## config.mk

```make
export PLATFORM = sky130hd
export DESIGN_NAME = sobel_window_flat
export DESIGN_NICKNAME = d
export VERILOG_FILES = /design/src/rtl/sobel_pkg.sv /design/src/rtl/sobel_window_if.sv /design/src/rtl/sobel_window.sv /design/src/flat_wrapper.sv
export SDC_FILE = /design/constraint.sdc
export NUM_CORES = 1
export LEC_CHECK = 0
export CAP_MARGIN = 20
export CORE_ASPECT_RATIO = 0.5
export CORE_MARGIN = 4
export CORE_UTILIZATION = 40
export CTS_BUF_LIST = sky130_fd_sc_hd__clkbuf_8
export CTS_CLUSTER_DIAMETER = 150
export DETAILED_ROUTE_END_ITERATION = 6
export GPL_ROUTABILITY_DRIVEN = 0
export PLACE_DENSITY = 0.63
export SYNTH_ARGS = -nofsm -noshare
export SYNTH_HDL_FRONTEND = slang
export SYNTH_SLANG_ARGS = --single-unit
```

## constraint.sdc

```tcl
create_clock -name clk -period 2.47 [get_ports clk]
set_input_delay 0.494 -clock clk [delete_from_list [all_inputs] [get_ports clk]]
set_output_delay 0.494 -clock clk [all_outputs]
set_load 0.1 [all_outputs]
```

## src/rtl/sobel_pkg.sv

```systemverilog
// Shared definitions for the 3x3 Sobel window fetcher: direction codes, FSM
// states and the per-direction slot order used during a 3-pixel fetch.
package sobel_pkg;

    localparam int WIN_SLOTS     = 9;
    localparam int PIX_W_DEFAULT = 8;

    typedef enum logic [1:0] {
        DIR_HOLD  = 2'b00,
        DIR_RIGHT = 2'b01,
        DIR_LEFT  = 2'b10,
        DIR_ROW   = 2'b11
    } dir_e;

    typedef enum logic [1:0] {
        IDLE      = 2'b00,
        FETCH_ALL = 2'b01,
        FETCH_3   = 2'b10,
        DONE      = 2'b11
    } state_e;

    // Slot fetched at a given step of a shift: the column or row that the
    // shift left stale, walked top-to-bottom or left-to-right.
    function automatic logic [3:0] fetch3_slot(input dir_e dir, input logic [1:0] step);
        logic [3:0] slot;
        slot = 4'd0;
        case (dir)
            DIR_RIGHT: begin
                case (step)
                    2'd0:    slot = 4'd2;
                    2'd1:    slot = 4'd5;
                    default: slot = 4'd8;
                endcase
            end
            DIR_LEFT: begin
                case (step)
                    2'd0:    slot = 4'd0;
                    2'd1:    slot = 4'd3;
                    default: slot = 4'd6;
                endcase
            end
            DIR_ROW: begin
                case (step)
                    2'd0:    slot = 4'd6;
                    2'd1:    slot = 4'd7;
                    default: slot = 4'd8;
                endcase
            end
            default: slot = 4'd0;
        endcase
        return slot;
    endfunction

endpackage

```

## src/rtl/sobel_window_if.sv

```systemverilog
// Pixel read channel between the window fetcher (master) and pixel memory (slave).
interface sobel_window_if #(
    parameter int PIX_W = 8
);
    logic             pix_req;
    logic [3:0]       pix_idx;
    logic [PIX_W-1:0] pix_data;
    logic             pix_valid;

    modport master (
        output pix_req,
        output pix_idx,
        input  pix_data,
        input  pix_valid
    );

    modport slave (
        input  pix_req,
        input  pix_idx,
        output pix_data,
        output pix_valid
    );
endinterface

```

## src/rtl/sobel_window.sv

```systemverilog
// 3x3 pixel window register with full reload and right/left/next-row shifts
// that refetch only the stale column or row over a req/valid pixel channel.
//
//   state     | meaning
//   ----------+-----------------------------------------------------------
//   IDLE      | waiting for load_initial or start_shift
//   FETCH_ALL | fetching slots 0..8 in order
//   FETCH_3   | window already shifted, fetching the 3 stale slots
//   DONE      | one-cycle load_done pulse, then back to IDLE
module sobel_window
    import sobel_pkg::*;
#(
    parameter int PIX_W = PIX_W_DEFAULT
) (
    input  logic                       clk,
    input  logic                       n_reset,
    input  logic                       load_initial,
    input  logic                       start_shift,
    input  logic [1:0]                 direction,
    sobel_window_if.master             pix,
    output logic [WIN_SLOTS*PIX_W-1:0] window,
    output logic                       window_valid,
    output logic                       busy,
    output logic                       load_done
);

    state_e           state;
    state_e           state_nxt;
    logic [3:0]       step;
    dir_e             dir_q;
    dir_e             dir_in;
    logic [3:0]       slot_idx;
    logic             last_slot;
    logic             start_all;
    logic             shift_en;
    logic             capture;
    logic [PIX_W-1:0] win [WIN_SLOTS];

    assign dir_in = dir_e'(direction);

    always_ff @(posedge clk or negedge n_reset) begin
        if (!n_reset) begin
            state <= IDLE;
        end else begin
            state <= state_nxt;
        end
    end

    always_comb begin
        state_nxt = state;
        start_all = 1'b0;
        shift_en  = 1'b0;
        capture   = 1'b0;
        case (state)
            IDLE: begin
                if (load_initial) begin
                    state_nxt = FETCH_ALL;
                    start_all = 1'b1;
                end else if (start_shift) begin
                    if (dir_in == DIR_HOLD) begin
                        state_nxt = DONE;
                    end else begin
                        state_nxt = FETCH_3;
                        shift_en  = 1'b1;
                    end
                end
            end
            FETCH_ALL, FETCH_3: begin
                if (pix.pix_valid) begin
                    capture = 1'b1;
                    if (last_slot) begin
                        state_nxt = DONE;
                    end
                end
            end
            DONE:    state_nxt = IDLE;
            default: state_nxt = IDLE;
        endcase
    end

    always_comb begin
        slot_idx  = 4'd0;
        last_slot = 1'b0;
        case (state)
            FETCH_ALL: begin
                slot_idx  = step;
                last_slot = (step == 4'd8);
            end
            FETCH_3: begin
                slot_idx  = fetch3_slot(dir_q, step[1:0]);
                last_slot = (step == 4'd2);
            end
            default: begin
                slot_idx  = 4'd0;
                last_slot = 1'b0;
            end
        endcase
    end

    // A shift moves the surviving pixels on the accepting edge; the stale
    // column/row keeps old data until its fetch overwrites it.
    always_ff @(posedge clk or negedge n_reset) begin
        if (!n_reset) begin
            step         <= 4'd0;
            dir_q        <= DIR_HOLD;
            window_valid <= 1'b0;
            for (int k = 0; k < WIN_SLOTS; k++) begin
                win[k] <= '0;
            end
        end else begin
            if (start_all) begin
                step         <= 4'd0;
                window_valid <= 1'b0;
            end
            if (shift_en) begin
                step         <= 4'd0;
                dir_q        <= dir_in;
                window_valid <= 1'b0;
                for (int i = 0; i < 3; i++) begin
                    case (dir_in)
                        DIR_RIGHT: begin
                            win[3*i]   <= win[3*i+1];
                            win[3*i+1] <= win[3*i+2];
                        end
                        DIR_LEFT: begin
                            win[3*i+2] <= win[3*i+1];
                            win[3*i+1] <= win[3*i];
                        end
                        DIR_ROW: begin
                            win[i]     <= win[i+3];
                            win[i+3]   <= win[i+6];
                        end
                        default: ;
                    endcase
                end
            end
            if (capture) begin
                win[slot_idx] <= pix.pix_data;
                step          <= step + 4'd1;
                if (last_slot) begin
                    window_valid <= 1'b1;
                end
            end
        end
    end

    for (genvar g = 0; g < WIN_SLOTS; g++) begin : g_window
        assign window[g*PIX_W +: PIX_W] = win[g];
    end

    assign busy        = (state == FETCH_ALL) || (state == FETCH_3);
    assign load_done   = (state == DONE);
    assign pix.pix_req = busy;
    assign pix.pix_idx = slot_idx;

endmodule

```

## src/flat_wrapper.sv

```systemverilog
// flat-port wrapper written by rule: the top's interface ports become plain ports
module sobel_window_flat import sobel_pkg::*;
#(
    parameter int PIX_W = PIX_W_DEFAULT
)
  (clk, n_reset, load_initial, start_shift, direction, window, window_valid, busy, load_done, pix_pix_req, pix_pix_idx, pix_pix_data, pix_pix_valid);
  sobel_window_if #(.PIX_W(PIX_W)) pix_i ();
  input  logic clk;
  input  logic n_reset;
  input  logic load_initial;
  input  logic start_shift;
  input  logic [1:0] direction;
  output logic [WIN_SLOTS*PIX_W-1:0] window;
  output logic window_valid;
  output logic busy;
  output logic load_done;
  output wire logic [$bits(pix_i.pix_req)-1:0] pix_pix_req;
  output wire logic [$bits(pix_i.pix_idx)-1:0] pix_pix_idx;
  input wire logic [$bits(pix_i.pix_data)-1:0] pix_pix_data;
  input wire logic [$bits(pix_i.pix_valid)-1:0] pix_pix_valid;
  assign pix_pix_req = pix_i.pix_req;
  assign pix_pix_idx = pix_i.pix_idx;
  assign pix_i.pix_data = pix_pix_data;
  assign pix_i.pix_valid = pix_pix_valid;
  sobel_window #(.PIX_W(PIX_W)) u_core (.clk(clk), .n_reset(n_reset), .load_initial(load_initial), .start_shift(start_shift), .direction(direction), .pix(pix_i), .window(window), .window_valid(window_valid), .busy(busy), .load_done(load_done));
endmodule
```

==> metrics.yaml <==
status: "finished clean"
design.die.area_um2: 15000
die_h_um: 88.8
setup_viol: 0
mostFrequentLayoutCells: "127 x buf_4, 80 x dfrtp_1, 78 x mux2_2"
grt_pass1_wl_um: 24900
grt_antenna_before_repair: 0
layout.nets: 704
slew_violations: 0
arrival_ps: 1950
relSlewSlack_pct: 54.3
boundaryPins: 95
end_kind: "output port"
yosys_warnings: 0
cts_tree: "built"
worstPathCellList: "ha_1 > buf_4 > a32oi_2 > nand2_2 > and2_2 > buf_12"
synth_area_um2: 5220
dr.pass1.iters: 7
core.rowCount: 29
yosys_register_bits: 81
hold_class: "in -> async"
dp_hpwl_um: 11500
slowest_delay_ps: 450
layout-drive-gt1-share_pct: 41.3
synth_cells: 543
first_iter_violations: 407
clk_pin_slew_ps: 90
grt.overflow.total: 0
cts_buffers: 9
drtAntennaViolNets: 0
drt-total-wl_um: 15700
htree_levels: 3
dieWidth_um: 169
final_common_cell: "buf_4"
initial_core_util_pct: 41.1
yosysUniqueCellTypes: 49
n_antenna_cell: 0
syn-num-nets: 570
ys.flop_type: "dfrtp_1"
fmax_mhz: 410
synth-edff-count: 0
core_area_um2: 12700
grt_pass1_vias: 4648
critPathKind: "reg -> out"
critPathBufInv: 2
vias: 4813
wl_per_cell_um: 18.5
setup_slack_ps: 30.6
hold_violations: 0
fillers: 1124
clock_latency_ps: 380
required_ps: 1980
ctsHoldBuffers: 0
syn2layout_area_growth_pct: 36.6
cpMaxStageDelayCell: "dfrtp_2"
yosysSeqAreaShare_pct: 38.9
min_period_over_period_pct: 98.8
grt_max_degree: 50
avgSynthCellArea_um2: 9.61
drc: 0
period_needed_ps: 2440
via_per_inst: 5.65
clock_path_buffers: 2
cts.sinks: 81
clock_skew_ps: 12.2
dp_slack_ps: -230
async_reset_ff_share_pct: 100
setup.worst_path.start_class: "flop"
critPathMaxFanout: 5
cts-root-buf: "clkbuf_8"
maxCapViolCount: 0
grtUsageTotal_pct: 20.9
rsz0062_at_grt: "yes"
worst_slew_pin_slew_ps: 685
io_buffer_count: 94
path_delay_family: "flip-flops"
[sequential cells by signal, indices dropped and copies added, names as in the netlist]
register,cells
u_core.window,72
u_core.state,2
u_core.window_valid,1
u_core.step,4
u_core.dir_q,2
[path summary, 6_finish.rpt]
check                                     from             endpoint  slack, ps  cells after the start
min in group clk           u_core.window_valid  u_core.window_valid        490                      2
max                            u_core.state[1]       pix_pix_idx[1]         30                      6
max in group asynchronous              n_reset    u_core.window[15]       1630                      2
min reg2reg                u_core.window_valid  u_core.window_valid        490                      2
max reg2reg                    u_core.state[1]     u_core.window[5]        130                      8
min                                    n_reset  u_core.window_valid        160                      1
[logic make-up after synthesis]
group                    after synthesis  share of synthesized area (%)
buffers and inverters                 55                           4.53
multiplexers                          89                           19.8
AO/OA/AOI/OAI                        157                           20.4
flip-flops                            81                           38.9
XOR/XNOR                               1                          0.168
AND/OR/NAND/NOR                      148                           13.4
adder cells (fa/ha/maj)               12                           2.88
[through the flow]
step	std cells	hold WS [ps]	instance area [um2]	utilization, %	setup TNS (ps)
global placement	831	480	6770	53.3	-8490
global route	852	194	7120	56.1	-81.4
finish	852	156	7120	56.1	0
CTS	848	172	7050	55.5	-39.3
floorplan	543	198	5250	-	-479
detailed placement	831	478	6770	53.3	-10130
[per-layer routing]
metal	track usage [%]	wire length, um	vias to the layer above
met2	35.4	7640	149
met1	27.8	7010	2359
met4	5.11	251	0
met5	0	0	-
met3	4.33	827	26
li1	-	-	2279
[Yosys cell counts (2+ instances only)]
cell      count  area (um2)
dfrtp_1      81        2030
mux2_2       79         890
nor2_1       72         270
nand2_1      44         165
a21oi_1      29         145
clkbuf_1     25        93.8
a22oi_1      24         180
o21ai_0      24         120
o22ai_1      21         131
inv_1        17        63.8
a31oi_1      16         100
a211oi_1     14         105
ha_1         12         150
o211ai_1      9        67.6
a222oi_1      8        80.1
mux2_4        8         120
and2_1        7        43.8
buf_2         5        25.0
nand3_1       5        25.0
buf_1         3        11.3
nand3b_1      3        22.5
and3b_1       2        17.5
buf_4         2        15.0
buf_6         2        22.5
nand4_1       2        12.5
nand4_2       2        25.0
nor2b_1       2        12.5
nor4_4        2        42.5
o21a_1        2        15.0
o21ai_1       2        10.0
[final cells by class]
type / count / area (um2) / share of cell area, %
multi-input cells: 407 / 3060 / 43.0
clock inverters: 7 / 128 / 1.79
clock buffers: 9 / 124 / 1.74
repair buffers: 161 / 1500 / 21.1
flip-flops and latches: 81 / 2030 / 28.5
well taps: 170 / 213 / 2.99
inverters: 17 / 63.8 / 0.896
[what timing repair did]
item / 4_1_cts / 5_1_grt
pin swaps: 2 / 5
endpoints found under the setup margin: 3 / 4
resized for setup: 6 / 10
buffers inserted: 1 / 4
hold endpoints to repair: 0 / 0
Power is left out: the tool's default activity adds up to more than one toggle a clock period on the data nets, which glitch-free logic cannot reach.
